## src/rtl/adc_align_ctrl.sv

```systemverilog
// Frame-alignment controller in the divclk domain: pulses bitslip until the frame-clock word
// matches FCLK_PATTERN, confirms lock, then holds it. ADC_ALIGN_LOSS_MONITOR_EN enables loss-of-lock monitoring.
module adc_align_ctrl #(
    parameter logic [7:0]  FCLK_PATTERN  = 8'h0F,
    parameter int unsigned SETTLE_CYCLES = 16,
    parameter int unsigned MAX_SLIPS     = 8,
    parameter int unsigned VERIFY_CYCLES = 32,
    parameter int unsigned LOSS_THRESH   = 4
) (
    input  logic       divclk,
    input  logic       rst_n,
    input  logic       enable,
    input  logic [7:0] fclk_deser,
    output logic       bitslip,
    output logic       locked,
    output logic       align_fail,
    output logic [3:0] slip_count,
    output logic [7:0] relock_count,
    output logic [2:0] state_dbg
);

    typedef enum logic [2:0] {
        ST_IDLE   = 3'd0,
        ST_CHECK  = 3'd1,
        ST_SLIP   = 3'd2,
        ST_SETTLE = 3'd3,
        ST_VERIFY = 3'd4,
        ST_LOCKED = 3'd5,
        ST_FAIL   = 3'd6
    } state_e;

    localparam logic [7:0] SETTLE_LAST = 8'(SETTLE_CYCLES - 1);
    localparam logic [7:0] VERIFY_LAST = 8'(VERIFY_CYCLES - 1);
    localparam logic [3:0] SLIP_LIMIT  = 4'(MAX_SLIPS);

    generate
        if (SETTLE_CYCLES < 1 || SETTLE_CYCLES > 255 || MAX_SLIPS < 1 || MAX_SLIPS > 15 ||
            VERIFY_CYCLES < 1 || VERIFY_CYCLES > 255 || LOSS_THRESH < 1 || LOSS_THRESH > 15) begin : g_param_check
            $error("adc_align_ctrl: parameter out of range");
        end
    endgenerate

    state_e     state_q, state_d;
    logic [3:0] slip_q, slip_d;
    logic [7:0] settle_q, settle_d;
    logic [7:0] verify_q, verify_d;
    logic       bitslip_q, bitslip_d;
    logic       locked_q, locked_d;
    logic       fail_q, fail_d;
    logic       match;

`ifdef ADC_ALIGN_LOSS_MONITOR_EN
    localparam logic [3:0] LOSS_LAST = 4'(LOSS_THRESH - 1);
    logic [3:0] loss_q, loss_d;
    logic [7:0] relock_q, relock_d;
`endif

    always_comb begin
        state_d  = state_q;
        slip_d   = slip_q;
        settle_d = settle_q;
        verify_d = verify_q;
        match    = (fclk_deser == FCLK_PATTERN);
`ifdef ADC_ALIGN_LOSS_MONITOR_EN
        loss_d   = loss_q;
        relock_d = relock_q;
`endif
        // enable low overrides every other transition, including a same-cycle loss event
        if (!enable) begin
            state_d  = ST_IDLE;
            slip_d   = 4'd0;
            settle_d = 8'd0;
            verify_d = 8'd0;
`ifdef ADC_ALIGN_LOSS_MONITOR_EN
            loss_d   = 4'd0;
`endif
        end else begin
            case (state_q)
                ST_IDLE: begin
                    slip_d  = 4'd0;
                    state_d = ST_CHECK;
                end
                ST_CHECK: begin
                    if (match) begin
                        state_d  = ST_VERIFY;
                        verify_d = 8'd0;
                    end else if (slip_q == SLIP_LIMIT) begin
                        state_d = ST_FAIL;
                    end else begin
                        state_d = ST_SLIP;
                        slip_d  = slip_q + 4'd1;
                    end
                end
                ST_SLIP: begin
                    state_d  = ST_SETTLE;
                    settle_d = 8'd0;
                end
                ST_SETTLE: begin
                    if (settle_q == SETTLE_LAST) state_d = ST_CHECK;
                    else settle_d = settle_q + 8'd1;
                end
                ST_VERIFY: begin
                    if (!match) begin
                        state_d  = ST_CHECK;
                        verify_d = 8'd0;
                    end else if (verify_q == VERIFY_LAST) begin
                        state_d = ST_LOCKED;
`ifdef ADC_ALIGN_LOSS_MONITOR_EN
                        loss_d  = 4'd0;
`endif
                    end else begin
                        verify_d = verify_q + 8'd1;
                    end
                end
                ST_LOCKED: begin
`ifdef ADC_ALIGN_LOSS_MONITOR_EN
                    if (match) begin
                        loss_d = 4'd0;
                    end else if (loss_q == LOSS_LAST) begin
                        state_d  = ST_CHECK;
                        slip_d   = 4'd0;
                        loss_d   = 4'd0;
                        relock_d = (relock_q == 8'hFF) ? relock_q : relock_q + 8'd1;
                    end else begin
                        loss_d = loss_q + 4'd1;
                    end
`endif
                end
                ST_FAIL: state_d = ST_FAIL;
                default: state_d = ST_IDLE;
            endcase
        end
        // outputs are decoded from the next state so they are valid in the cycle the state is entered
        bitslip_d = (state_d == ST_SLIP);
        locked_d  = (state_d == ST_LOCKED);
        fail_d    = (state_d == ST_FAIL);
    end

    always_ff @(posedge divclk or negedge rst_n) begin
        if (!rst_n) begin
            state_q   <= ST_IDLE;
            slip_q    <= 4'd0;
            settle_q  <= 8'd0;
            verify_q  <= 8'd0;
            bitslip_q <= 1'b0;
            locked_q  <= 1'b0;
            fail_q    <= 1'b0;
`ifdef ADC_ALIGN_LOSS_MONITOR_EN
            loss_q    <= 4'd0;
            relock_q  <= 8'd0;
`endif
        end else begin
            state_q   <= state_d;
            slip_q    <= slip_d;
            settle_q  <= settle_d;
            verify_q  <= verify_d;
            bitslip_q <= bitslip_d;
            locked_q  <= locked_d;
            fail_q    <= fail_d;
`ifdef ADC_ALIGN_LOSS_MONITOR_EN
            loss_q    <= loss_d;
            relock_q  <= relock_d;
`endif
        end
    end

    assign bitslip    = bitslip_q;
    assign locked     = locked_q;
    assign align_fail = fail_q;
    assign slip_count = slip_q;
    assign state_dbg  = state_q;
`ifdef ADC_ALIGN_LOSS_MONITOR_EN
    assign relock_count = relock_q;
`else
    assign relock_count = 8'd0;
`endif

endmodule

```

## config.mk

```make
export PLATFORM = sky130hd
export DESIGN_NAME = adc_align_ctrl
export DESIGN_NICKNAME = d
export VERILOG_FILES = /design/src/rtl/adc_align_ctrl.sv
export SDC_FILE = /design/constraint.sdc
export NUM_CORES = 1
export LEC_CHECK = 0
export ABC_AREA = 1
export CAP_MARGIN = 20
export CORE_UTILIZATION = 48
export DETAILED_ROUTE_END_ITERATION = 12
export DONT_BUFFER_PORTS = 1
export PLACE_DENSITY = 0.65
export SLEW_MARGIN = 10
export SYNTH_ARGS = -nofsm -noshare
export SYNTH_HDL_FRONTEND = slang
export SYNTH_SLANG_ARGS = --single-unit
```

## constraint.sdc

```tcl
create_clock -name divclk -period 1.4 [get_ports divclk]
set_input_delay 0.14 -clock divclk [delete_from_list [all_inputs] [get_ports divclk]]
set_output_delay 0.14 -clock divclk [all_outputs]
set_load 0.005 [all_outputs]
```

==> flow_summary.toml, run 1 <==
[clock_tree]
tritoncts = "yes"
clock_sink_count = 26
insertion_delay_ns = 0.33
htree_levels = 1
numCtsBuffers = 3
clock_path_buffers = 2
cts.reportedPaths.clkPinSlew_ns = 0.15
cts-hold-fix-buffers = 2
clock_tree_root = "clkbuf_4"

[timing]
finalCritPeriodShare_pct = 96.36
fin_hold_ws_ns = -0.08856
min_period_ns = 1.349
final-max-slew-violation-count = 0
timing.setup.tns_ns = 0
worst_slack_ns = 0.05101
max_freq_ghz = 0.7413
timing.final.setup_violations = 0
grt_setup_unrepaired = "true"
timing.clock.skew_ns = 0.01155
timing_hold_violations_final = 9

[logic_synthesis]
synth_area_leaders = "dfrtp_1 37%, nand2_1 15%, inv_1 6.9%"
netlist.top_cell.by_area = "dfrtp_1"
yosysTopAreaCellShare_pct = 37.30
cell_area_synth_mm2 = 0.001744
synth-async-reset-ratio_pct = 100.0
synth.yosys.warnings = 0
synth_flop_cell = "dfrtp_1"
postSynthAreaPerCell_um2 = 7.061
ys_types = 28
synth.ff_latch_count = 26
synth.most_common_cell = "nand2_1"
ys_seq_area_share_pct = 37.30
synth_commonest_cells = "71 x nand2_1, 32 x inv_1, 27 x nor2_1"
synthesis.instances = 247
synth-edff-count = 0

[routing]
via_count = 1617
drt_iter0_markers = 70
wirelength_um = 3787
drtPass1Iterations = 4
wl_per_cell_um = 11.69
remaining_drc_errors = 0
drtAntennaViolNets = 0
via_to_cell_ratio = 4.991

[global_route]
initial_antenna_violation_count = 0
track_usage_pct = 20.43
grt_pass1_vias = 1512
gr_overflow_total = 0
global_route_wire_length_before_repair_um = 6368
grt_max_degree = 27

[setup_path]
critical_path_buf_inv_count = 0
startpoint_type = "flip-flop"
critPathMostFrequentCell = "a21oi_1"
critPathMaxFanout = 7
worstSetupEndpointType = "flip-flop"
critical-path-slowest-cell = "dfrtp_1"
worstPathCellList = "ha_4, nand3_2, o21ai_4, nand2_4, a21oi_1, a21oi_1"
critical_path_class = "flip-flop to flip-flop"
cpPeakStageDelay_ns = 0.43
critPathTopFamily = "compound AO/OA/AOI/OAI gates"
worst-endpoint-required_ns = 1.64
crit_path_dat_ns = 1.59

[finish]
final.fill_count = 303
layout-drive-gt1-share_pct = 28.06
nNetsFinal = 294
insertedDiodeCount = 0
area_delta_synth_final_pct = 25.39

[flow_run]
maxCapViolations = 0

[placed_design]
port_buffers = 0
dpl.hpwl_um = 2612
place_worst_setup_slack_ns = -0.008392
routability_driven_placement_congestion_ratio = 0.8563

[floorplanning]
rows = 21
floorplan.initialDensity_pct = 51.06
total_i_o_pin_count = 29
area_of_the_die_mm2 = 0.003879
core_area_mm2 = 0.003416
floorplan.die.width_um = 62.28
dieHeight_um = 62.28

[outcome]
violations_in_the_final_reports = "hold timing"
status = "finished, violations left"

[power]
cellPowerDensity_mw_per_mm2 = 984.4
irDropWorstVdd_mv = 0.7924
static-leakage-power_nw = 1.127

[worst_hold_path]
hp-class = "input port to flip-flop"
worst reg2reg max path, cell delays in order, from the launching register on:
cell and delay [ns]:
dfrtp_1 0.43, ha_4 0.16, nand3_2 0.10, o21ai_4 0.26, nand2_4 0.12, a21oi_1 0.14
a21oi_1 0.05
cell usage in the layout, fill, tap and decap left out, types with 2 or more instances in the layout:
| cell type | synthesis | routed |
|---|---|---|
| a21oi_1 | 10 | 7 |
| a21oi_2 | 0 | 3 |
| buf_4 | 8 | 26 |
| clkbuf_4 | 0 | 3 |
| conb_1 | 1 | 8 |
| dfrtp_1 | 26 | 23 |
| dfrtp_2 | 0 | 3 |
| ha_1 | 4 | 2 |
| inv_1 | 32 | 29 |
| inv_2 | 3 | 5 |
| nand2_1 | 71 | 64 |
| nand2_2 | 2 | 8 |
| nand2_4 | 1 | 3 |
| nand3_1 | 19 | 15 |
| nand3_2 | 4 | 5 |
| nand3_4 | 0 | 3 |
| nand4_1 | 7 | 7 |
| nor2_1 | 27 | 22 |
| nor2_2 | 3 | 3 |
| nor2_4 | 2 | 7 |
| nor3_1 | 2 | 2 |
| o21ai_0 | 12 | 7 |
| o21ai_1 | 2 | 7 |
| xor2_1 | 3 | 3 |
layer usage:
| metal | GRT usage (%) | routed length (µm) | share of wire, % | vias to the layer above |
|---|---|---|---|---|
| met5 | 0 | 0 | 0 | - |
| met4 | 6.395 | 51 | 1.3 | 0 |
| met3 | 2.574 | 112 | 3.0 | 5 |
| met2 | 34.75 | 1847 | 49 | 28 |
| met1 | 27.00 | 1776 | 47 | 752 |
| li1 | - | - | - | 832 |
final timing paths:
check	from	endpoint	slack, ns	cells past startpoint
max	settle_q[1]	settle_q[0]	0.05	6
min	enable	state_dbg[1]	-0.09	2
max reg2reg	settle_q[1]	settle_q[0]	0.05	6
min reg2reg	slip_count[0]	slip_count[0]	0.54	3
max in group asynchronous	rst_n	slip_count[3]	0.99	2
min in group asynchronous	rst_n	verify_q[6]	0.25	2
per-stage QoR:
step	total power, mW	util [%]	cells	hold WS [ns]	area, µm²
after floorplan	1.255	-	254	-0.1556	1770
after global placement	1.404	54.58	305	-0.1549	1864
after detailed placement	1.412	54.58	305	-0.1548	1864
after CTS	2.003	57.80	312	-0.08601	1974
after global routing	2.280	64.03	324	-0.1085	2187
final	2.153	64.03	324	-0.08856	2187
sequential cells by signal, indices dropped and copies added (netlist names):
register	count
state_dbg	3
verify_q	8
bitslip	1
slip_count	4
settle_q	8
locked	1
align_fail	1
layout make-up:
cell class,count,area (µm²),area share (%)
Inverter,35,133.9,6.121
Clock buffer,3,22.52,1.030
Multi-Input combinational cell,184,1052,48.11
Timing Repair Buffer,29,236.5,10.81
Tap cell,46,57.56,2.632
Clock inverter,1,30.03,1.373
Sequential cell,26,654.4,29.92
power by group:
group | switching (mW) | total [mW] | internal [mW]
clock | 0.238 | 0.528 | 0.290
combinational | 0.441 | 0.747 | 0.305
sequential | 0.0721 | 0.878 | 0.806
timing repair:
| item | in CTS | in global routing |
|---|---|---|
| setup endpoints to repair | 12 | 22 |
| cloned | 0 | 1 |
| endpoints found under the hold margin | 35 | 10 |
| pin swaps | 2 | 17 |
| buffers inserted | 1 | 11 |
| gates resized for setup | 6 | 39 |
cell families after synthesis:
logic type      count (synthesis)  synth area share, %
compound gates                 29                9.614
xor+xnor                        3                1.507
fa+ha+maj                       4                2.870
buf+inv                        45                11.91
flops                          26                37.30
other cells                     1               0.2150
simple gates                  139                36.59
No activity file was read; power rests on OpenSTA's default activity.
==> run 2: changes to the inputs <==
PLACE_DENSITY = default   (was 0.65)
clock period = 1.5 ns   (was 1.4 ns; I/O delays follow)
==> flow_summary.toml, run 2 (synthesis results as in run 1) <==
[clock_tree]
numCtsBuffers = 3
clock_tree_root = "clkbuf_4"
clock_path_buffers = 2
cts.reportedPaths.clkPinSlew_ns = 0.13
htree_levels = 1
insertion_delay_ns = 0.33
clock_sink_count = 26
tritoncts = "yes"

[global_route]
grt_pass1_vias = 1374
global_route_wire_length_before_repair_um = 6044
initial_antenna_violation_count = 0
track_usage_pct = 19.58
gr_overflow_total = 0
grt_max_degree = 27

[setup_path]
critical_path.startpoint = "verify_q[0]"
worstSetupEndpointType = "flip-flop"
critPathMaxFanout = 8
startpoint_type = "flip-flop"
crit_end = "verify_q[1]"
worst-r2r-setup-slack_ns = 0.09
critical_path_class = "flip-flop to flip-flop"
reg2reg_to = "verify_q[1]"
worst_r2r_startpoint = "verify_q[0]"
r2r_cells = 9
crit_path_dat_ns = 1.67
worst-endpoint-required_ns = 1.76

[floorplanning]
total_i_o_pin_count = 29
floorplan.initialDensity_pct = 51.06
area_of_the_die_mm2 = 0.003879
dieHeight_um = 62.28
floorplan.die.width_um = 62.28
rows = 21
core_area_mm2 = 0.003416

[routing]
wl_per_cell_um = 11.80
wirelength_um = 3646
drtPass1Iterations = 6
via_count = 1539
via_to_cell_ratio = 4.981
drtAntennaViolNets = 0
remaining_drc_errors = 0
drt_iter0_markers = 73

[timing]
worst_slack_ns = 0.08826
timing_hold_violations_final = 0
fin_hold_ws_ns = 0.05041
timing.clock.skew_ns = 0.009791
min_period_ns = 1.412
final-max-slew-violation-count = 0
max_freq_ghz = 0.7083
grt_setup_unrepaired = "true"
timing.final.setup_violations = 0
finalCritPeriodShare_pct = 94.12

[placed_design]
routability_driven_placement_congestion_ratio = 0.8466
place_worst_setup_slack_ns = 0.04380
port_buffers = 0
dpl.hpwl_um = 2604

[finish]
multi_input_area_um2 = 962.2
layout.cells.most_common_list = "69 x nand2_1, 30 x inv_1, 24 x nor2_1"
layout-drive-gt1-share_pct = 18.63
nNetsFinal = 279
final.fill_count = 331
sequential_cell_area_um2 = 655.6
mostFrequentLayoutCell = "nand2_1"
area_delta_synth_final_pct = 13.77
insertedDiodeCount = 0

[power]
cellPowerDensity_mw_per_mm2 = 931.7
irDropWorstVdd_mv = 0.8683
static-leakage-power_nw = 1.019

[worst_hold_path]
hp-class = "input port to flip-flop"
worstHoldPathCells = 2

[flow_run]
maxCapViolations = 0

[outcome]
status = "finished clean"
[run 2: per-layer routing]
layer	vias to the layer above	track usage (%)	wire length, µm
met2	32	31.04	1658
met1	697	27.65	1806
met4	0	3.488	17
met5	-	0	0
met3	5	4.412	164
li1	805	-	-
[run 2: layout make-up]
class                           count  area share, %
Sequential cell                    26          33.04
Inverter                           35          6.620
Tap cell                           46          2.900
Clock buffer                        3          1.135
Multi-Input combinational cell    184          48.49
Clock inverter                      1          1.513
Timing Repair Buffer               14          6.305
[run 2: timing repair]
item	in CTS	in global routing
resized for setup	0	20
hold buffers	3	1
buffers inserted	0	5
setup endpoints to repair	0	18
hold endpoints to repair	36	1
[run 2: worst min path at each step]
stage                     startpoint  slack, ns           end
final                         enable       0.05   verify_q[7]
after global routing          enable       0.05   verify_q[7]
after CTS                     enable       0.01  state_dbg[0]
after detailed placement       rst_n      -0.14   verify_q[1]
after global placement         rst_n      -0.14   verify_q[1]
after floorplan                rst_n      -0.15    align_fail
[run 2: where the power goes]
part | total, mW | internal, mW | switching, mW | leakage, nW
registers | 0.816 | 0.752 | 0.0641 | 0.352
logic | 0.552 | 0.198 | 0.353 | 0.640
clock network | 0.481 | 0.270 | 0.210 | 0.0279
[run 2: per-stage QoR]
step                      setup TNS [ns]  power, mW  cell area [µm²]  util (%)  std cells
after CTS                              0      1.799             1882     55.09        302
final                                  0      1.849             1984     58.10        309
after floorplan                        0      1.172             1770         -        254
after global routing             -0.2120      1.988             1984     58.10        309
after detailed placement               0      1.275             1789     52.38        295
after global placement                 0      1.279             1789     52.38        295
[run 2: worst max-delay path, cell delays in order, from the launching register on]
cell     delay, ns
dfrtp_1       0.42
ha_2          0.21
nand2_2       0.07
inv_2         0.08
nand2_2       0.06
nor2_2        0.10
nand3_1       0.12
nand3_4       0.16
nand2_1       0.06
o21ai_1       0.06
